<file path="config.mk">
export PLATFORM = sky130hd
export DESIGN_NAME = sa_out_drain
export DESIGN_NICKNAME = d
export VERILOG_FILES = /design/src/rtl/sa_out_drain.sv
export SDC_FILE = /design/constraint.sdc
export NUM_CORES = 1
export LEC_CHECK = 0
export CELL_PAD_IN_SITES_DETAIL_PLACEMENT = 1
export CELL_PAD_IN_SITES_GLOBAL_PLACEMENT = 1
export CORE_MARGIN = 3
export CORE_UTILIZATION = 30
export DETAILED_ROUTE_END_ITERATION = 8
export GPL_ROUTABILITY_DRIVEN = 0
export PLACE_DENSITY = 0.77
export SLEW_MARGIN = 10
export SYNTH_ARGS = -nofsm -noshare
export SYNTH_HDL_FRONTEND = slang
export SYNTH_SLANG_ARGS = --single-unit
</file>
<file path="constraint.sdc">
create_clock -name clk -period 2 [get_ports clk]
set_clock_uncertainty 0.1 [all_clocks]
set_input_delay 0.3 -clock clk [delete_from_list [all_inputs] [get_ports clk]]
set_output_delay 0.3 -clock clk [all_outputs]
set_load 0.05 [all_outputs]
</file>
<file path="src/rtl/sa_out_drain.sv">
// Drains one SA_SIZE x SA_SIZE tile from the deskew buffer, saturating each word; one word per cycle, one shift per row.
// Output register refills only when empty or accepted, so m_ready low freezes data, counters and the FSM.
module sa_out_drain #(
  parameter int SA_SIZE         = 8,
  parameter int ACTIVATION_SIZE = 32,
  parameter int OUT_SIZE        = 16,
  localparam int IDX_W          = $clog2(SA_SIZE)
) (
  input  logic                       clk,
  input  logic                       resetn,
  input  logic                       start,
  input  logic                       abort,
  input  logic [ACTIVATION_SIZE-1:0] fifo_data,
  output logic [IDX_W-1:0]           fifo_idx,
  output logic                       shift_req,
  output logic                       m_valid,
  input  logic                       m_ready,
  output logic [OUT_SIZE-1:0]        m_data,
  output logic                       m_last,
  output logic                       busy,
  output logic                       done
);

  typedef enum logic [1:0] {
    S_IDLE,
    S_READ,
    S_SHIFT,
    S_DONE
  } state_t;

  localparam logic [IDX_W-1:0] LAST_IDX = IDX_W'(SA_SIZE - 1);

  state_t             state;
  logic [IDX_W-1:0]   col_cnt;
  logic [IDX_W-1:0]   row_cnt;
  logic [OUT_SIZE-1:0] sat_data;
  logic               load;
  logic               hs;

  // In range iff every bit from the output sign bit upward matches.
  generate
    if (OUT_SIZE == ACTIVATION_SIZE) begin : g_pass
      assign sat_data = fifo_data;
    end else begin : g_sat
      logic [ACTIVATION_SIZE-OUT_SIZE:0] top;
      assign top = fifo_data[ACTIVATION_SIZE-1:OUT_SIZE-1];
      always_comb begin
        sat_data = fifo_data[OUT_SIZE-1:0];
        if (!((&top) || !(|top))) begin
          sat_data = fifo_data[ACTIVATION_SIZE-1] ? {1'b1, {(OUT_SIZE-1){1'b0}}}
                                                  : {1'b0, {(OUT_SIZE-1){1'b1}}};
        end
      end
    end
  endgenerate

  assign load      = (state == S_READ) && (!m_valid || m_ready);
  assign hs        = m_valid && m_ready;
  assign fifo_idx  = col_cnt;
  assign shift_req = (state == S_SHIFT);
  assign busy      = (state != S_IDLE);

  always_ff @(posedge clk or negedge resetn) begin
    if (!resetn) begin
      state   <= S_IDLE;
      col_cnt <= '0;
      row_cnt <= '0;
      m_valid <= 1'b0;
      m_data  <= '0;
      m_last  <= 1'b0;
      done    <= 1'b0;
    end else begin
      done <= 1'b0;
      if (abort) begin
        state   <= S_IDLE;
        col_cnt <= '0;
        row_cnt <= '0;
        m_valid <= 1'b0;
        m_last  <= 1'b0;
      end else begin
        case (state)
          S_IDLE: begin
            col_cnt <= '0;
            row_cnt <= '0;
            if (start) state <= S_READ;
          end
          S_READ: begin
            if (load) begin
              m_data  <= sat_data;
              m_valid <= 1'b1;
              m_last  <= (row_cnt == LAST_IDX) && (col_cnt == LAST_IDX);
              if (col_cnt == LAST_IDX) begin
                col_cnt <= '0;
                state   <= (row_cnt == LAST_IDX) ? S_DONE : S_SHIFT;
              end else begin
                col_cnt <= col_cnt + 1'b1;
              end
            end
          end
          S_SHIFT: begin
            // The buffer shifts this cycle, so no word is sampled; a pending word may still drain.
            row_cnt <= row_cnt + 1'b1;
            state   <= S_READ;
            if (hs) m_valid <= 1'b0;
          end
          S_DONE: begin
            if (hs) begin
              m_valid <= 1'b0;
              m_last  <= 1'b0;
              done    <= 1'b1;
              state   <= S_IDLE;
            end
          end
          default: state <= S_IDLE;
        endcase
      end
    end
  end

endmodule

</file>
==> results.md, run 1 <==
- Starting Density: 0.314
- Final worst path period need: 1.92 ns
- CTS clk-pin slew, worst paths: around 0.10 ns
- Number of max-cap violations: 0
- CP Launch Type: flip-flop
- RSZ-0062 raised after global routing: false
- Worst path buffer plus inverter count: 1
- Cells after Synth: 146
- DRT Wirelength: between 4000 and 5000 um
- Syn Nets: 187
- Synth-to-Final Area Change: 57.0%
- First-pass GRT wire length: 6930 um
- Worst-case clock buffer depth: 2
- Most common library cell in the layout ignoring fill and taps: clkdlybuf4s50_1
- IO Pins: 61
- Clk Latency, worst-skew pair: 0.27 ns
- Routed via count: 1361
- Main flop type after synthesis: dfrtp_1
- Count of different cell masters after synthesis: 29
- Grt met2 use: 0.289
- Port Buf Inserts: 60
- Post-Syn Area: 1380 um2
- Vias in the first global route: roughly 1500
- Slowest CP cell: clkdlybuf4s50_1
- Max Slew Vio Count: 0
- Fin crit share: 0.961
- H-tree Lvls: 1
- GR Overflow Total: 0
- DRC Markers: 0
- Placeable Area: 4380 um2
- Critical Path RT: 1.60 ns
- Clock sink count: 27
- Final ANT Viol Nets: 0
- Vias per cell: 5.19
- CP Cell Sequence: clkdlybuf4s50_1
- Largest net degree at the start of global routing: 28
- Pre-CTS setup slack: -0.222 ns
- Sequential area share after synthesis: 0.490
- Layout fillers: a little over 500
- Worst slew margin: 0.661
- Final core utilization: 0.494
- Outcome: finished, final reports clean
- Synthesized flop and latch total: 27
- CTS tree: built
- Antenna cell count: 0
- Layout cells sized above 1: 0.129
- Crit. End Element: primary output
- Clk root buf: clkbuf_8
- Hold Violations, Final: 0
- # setup viols final: 0
- Dpl hpwl: 3270 um
- Antenna violations before repair: 0
- Post-synth ARST share: 1.00
- GRT met3 Usage: 0.0492
- EDFF count, synth: 0
- Worst setup margin: roughly 0.079 ns
- Highest net fanout along the worst path: 5
- Power Total: around 1700 uW
- Data arrival, critical path: 1.52 ns
- Worst path max stage delay: 0.83 ns
- Die W: 73.8 um
- CP top delay family: buffers and inverters
- Busiest layer in global routing: met2
- M1 GR Usage: 0.192
- Num CTS Buffers: 3
- Power Density: roughly 800 nW/um2
- # nets final: 252
- DR iter-0 viols: 43
- Overall global routing resource usage: 0.161
- Avg Cell Area, Syn: roughly 9.4 um2
- Pre-antenna DRT Iters: 4
- LEAKAGE: 0.000870 uW
- Rows: 24
- Max Clk Rate: 521 MHz
- HP Class: input port to async pin
- Worst vdd ir: 0.000375 V
- Critical path class: flip-flop to primary output
- Die Y-Extent: 73.8 um
- Yosys warns: 0
- Most frequent cells in the layout: clkdlybuf4s50_1 (58), nor2_1 (33), dfrtp_1 (26), a31oi_1 (15)
- Worst slew pin tran: 0.507 ns
- Routed wire length per instance: ~15 um
- DIE AREA: 5450 um2
per-layer routing:
layer / up-vias / wire length, um / share of wire
met4: 0 / 0 / 0
met3: 0 / 334 / 0.083
met5: - / 0 / 0
met1: 654 / 1670 / 0.41
li1: 655 / - / -
met2: 52 / 2030 / 0.50
layout make-up:
cell class | count | area (um2) | share of cell area
multi-input cells | 106 | 662 | 0.306
well taps | 52 | 65.1 | 0.0301
clock buffers | 3 | 41.3 | 0.0191
flip-flops and latches | 27 | 677 | 0.313
inverters | 2 | 7.51 | 0.00347
clock inverters | 1 | 5.00 | 0.00231
repair buffers | 71 | 707 | 0.327
through the flow:
stage / cell area [um2] / cells / hold WS, ns / setup TNS, ns
after global routing: 2160 / 262 / 0.321 / 0
final: 2160 / 262 / 0.300 / 0
after CTS: 2140 / 262 / 0.310 / 0
after floorplan: 1380 / 146 / -0.0956 / 0
after global placement: 2090 / 258 / 0.406 / -0.595
after detailed placement: 2090 / 258 / 0.408 / -2.11
synth_stat cells, types with 3 or more instances:
master / number / area share
a22oi_1: 5 / 0.027
a31oi_1: 15 / 0.068
clkbuf_1: 6 / 0.016
dfrtp_1: 27 / 0.49
ha_1: 4 / 0.036
mux2i_1: 3 / 0.022
nand2_1: 3 / 0.0082
nand3_1: 3 / 0.011
nand4_1: 3 / 0.014
nor2_1: 33 / 0.090
nor4_1: 3 / 0.014
o21ai_0: 10 / 0.036
o21ai_1: 6 / 0.022
sequential cells by signal, summed over array words and instances (netlist names):
name / flops
m_data: 16
fifo_idx: 3
row_cnt: 3
state: 2
done: 1
m_last: 1
m_valid: 1
report_power, final:
part | internal [uW] | switching, uW
Combinational | 280 | 451
Sequential | 628 | 56.1
Clock | 140 | 173
worst paths after layout:
kind,from,to,slack [ns],cells after the start
min reg2reg,m_last,m_last,0.44,2
max,m_valid,m_valid,0.08,1
max reg2reg,fifo_idx[0],fifo_idx[0],0.35,6
min in group clk,m_last,m_last,0.44,2
min,resetn,m_data[11],0.30,2
max in group asynchronous,resetn,state[1],1.22,2
worst reg2reg max path, stage by stage, from the launching register on:
cell	delay, ns
dfrtp_1	0.42
ha_1	0.21
ha_1	0.24
nor3_1	0.26
mux2_2	0.19
a22oi_1	0.06
nor2_1	0.10
cell families (layout without fill, tap and decap cells):
| kind of cell | count (synthesis) | count (layout) | share of synthesized area |
|---|---|---|---|
| adders and majority gates | 4 | 4 | 0.0363 |
| muxes | 5 | 5 | 0.0381 |
| and+or+nand+nor | 58 | 58 | 0.221 |
| DFF | 27 | 27 | 0.490 |
| buffers and inverters | 13 | 77 | 0.0481 |
| AOI/OAI and AO/OA | 39 | 39 | 0.167 |
repair_timing:
item	4_1_cts	5_1_grt
hold buffers	0	0
resized for setup	0	5
setup endpoints to repair	0	15
setup buffers	0	0
(Power assumes the default switching activity.)
==> run 2: changes to the inputs <==
- CORE_ASPECT_RATIO: default -> 0.75
- clock period: 2 -> 1.8 ns (I/O delays scaled with it)
==> results.md, run 2 (synthesis results as in run 1) <==
- Outcome: finished, final reports clean
- # nets final: 256 (+1.6%)
- Data arrival, critical path: 1.84 ns (+0.32 ns)
- Crit. End Element: flip-flop
- Clk Latency, worst-skew pair: 0.27 ns (about the same)
- First-pass GRT wire length: 7540 um (+8.9%)
- Max Clk Rate: 573 MHz
- Overall global routing resource usage: 0.175 (+0.0135)
- Worst vdd ir: 0.000400 V (+6.6%)
- Highest net fanout along the worst path: 8 (+3)
- CTS Hold Bufs: 0 (unchanged)
- Hold Violations, Final: 0 (unchanged)
- Worst path max stage delay: 0.40 ns (-0.43 ns)
- H-tree Lvls: 1 (unchanged)
- Vias in the first global route: 1554 (+3.1%)
- Max Slew Vio Count: 0 (unchanged)
- Worst slew margin: 0.762 (+0.102)
- R2R depth: 6 (unchanged)
- CP Launch Type: input port
- Layout cells sized above 1: 0.280 (+0.152)
- RR Endpoint: fifo_idx[0]
- Die Y-Extent: 64.7 um (-12%)
- Multi-input gate area in the final layout: 693 um2 (+4.7%)
- Layout fillers: 474 (-5.8%)
- Placeable Area: 4230 um2 (-3.5%)
- GR Overflow Total: 0 (unchanged)
- CTS clk-pin slew, worst paths: 0.09 ns (about the same)
- Rows: 20 (-17%)
- Synth-to-Final Area Change: 61.6%
- Routed wire length per instance: 17.8 um (+16%)
- Max FFs per register: 16 (unchanged)
- Register area: 678 um2 (+0.18%)
- Die W: 84.3 um (+14%)
- Cell area after layout: 2230 um2 (+2.9%)
- Most frequent cells in the layout: nor2_1 (33), buf_4 (33), dfrtp_1 (25), clkdlybuf4s50_1 (22), a31oi_1 (14)
- Worst slew pin tran: 0.356 ns (-0.151 ns)
- Power Density: 858 nW/um2 (+7.5%)
- Num CTS Buffers: 3 (unchanged)
- Number of max-cap violations: 0 (unchanged)
- Fin crit share: 0.970
- Hold Path Sink: m_data[15]
- Pre-antenna DRT Iters: 4 (unchanged)
- CP top delay family: simple AND/OR/NAND/NOR gates
- Flop2flop setup slack: 0.17 ns (-0.18 ns)
- # setup viols final: 0 (unchanged)
- Routed via count: 1395 (+2.5%)
- Worst-case clock buffer depth: 2 (unchanged)
- CP Cell Sequence: dlymetal6s2s_1, nor4_2, nand4_1, nor4_4, buf_6, o21ai_0, a31oi_1
- IO Pins: 61 (unchanged)
- DRT Wirelength: 4790 um (+19%)
- Final ANT Viol Nets: 0 (unchanged)
- R2r startpoint: fifo_idx[0]
- Vias per cell: 5.19 (-0.17%)
- Hold path depth: 2
- DR iter-0 viols: 75 (+74%)
- Starting Density: 0.326 (+0.0115)
- DRC Markers: 0 (unchanged)
- Power Total: 1910 uW (+11%)
- LEAKAGE: 0.00103 uW (+19%)
- Antenna violations before repair: 0 (unchanged)
- Largest net degree at the start of global routing: 31 (+11%)
- Antenna cell count: 0 (unchanged)
- DIE AREA: 5450 um2 (+0.15%)
- Clk root buf: clkbuf_8
- Clock sink count: 27 (unchanged)
- Port Buf Inserts: 60 (unchanged)
- Dpl hpwl: 3480 um (+6.3%)
- Final worst path period need: 1.75 ns
- HP Start: fifo_data[31]
- Critical path class: input port to flip-flop
- Top reg by flops: m_data
- RSZ-0062 raised after global routing: true
- Post-DP Area: 2070 um2 (-1.3%)
- CTS tree: built
- HP Class: input port to flip-flop
- Critical Path RT: 1.89 ns (+0.29 ns)
- Worst path buffer plus inverter count: 2 (+1)
- Slowest CP cell: nor4_4
## run 2: cell count changes in the layout (fill, tap and decap cells not counted), sizes merged
cell,change
clkbuf,+4
clkdlybuf4s50,-36
buf,+25
dlymetal6s2s,+12
clkinv,-1
## run 2: metal layers
layer / vias up / wire, um / global-route usage
li1: 665 / - / -
met1: 683 / 1920 / 0.197
met2: 38 / 2580 / 0.333
met3: 9 / 198 / 0.0343
met4: 0 / 91 / 0.0522
met5: - / 0 / 0
## run 2: area by class of cell
type,count,share of cell area
repair buffers,75,0.330
multi-input cells,106,0.311
flip-flops and latches,27,0.304
well taps,55,0.0309
clock buffers,4,0.0202
inverters,2,0.00337
## run 2: timing repair
item	in CTS	in global routing
setup buffers	0	0
gates resized for setup	7	27
cloned	1	2
hold endpoints to repair	0	0
pin swaps	2	12
endpoints found under the setup margin	16	16
## run 2: metrics by stage
step	util	worst slack, ns	setup TNS (ns)	cells	hold slack [ns]
6_report	0.527	0.0535	0	269	0.264
5_1_grt	0.527	-0.0488	-0.0572	269	0.291
4_1_cts	0.507	-0.0152	-0.0192	267	0.281
3_5_place_dp	0.489	-0.398	-5.28	262	0.402
3_3_place_gp	0.489	-0.228	-3.16	262	0.396
2_1_floorplan	-	0.0124	0	146	-0.126
## run 2: how the worst max path moves through the flow
| stage | start | to | slack, ns | cells past startpoint |
|---|---|---|---|---|
| final | fifo_data[30] | m_data[6] | 0.05 | 7 |
| after global routing | fifo_data[30] | m_data[6] | -0.05 | 7 |
| after CTS | fifo_data[17] | m_data[5] | -0.02 | 7 |
| after detailed placement | fifo_data[21] | m_data[7] | -0.40 | 7 |
| after global placement | fifo_data[21] | m_data[6] | -0.23 | 7 |
| after floorplan | fifo_idx[0] | fifo_idx[0] | 0.01 | 6 |
## run 2: power by group
part           switching (uW)  internal [uW]
combinational             515            288
sequential               64.7            699
clock                     187            159
total                     767           1150
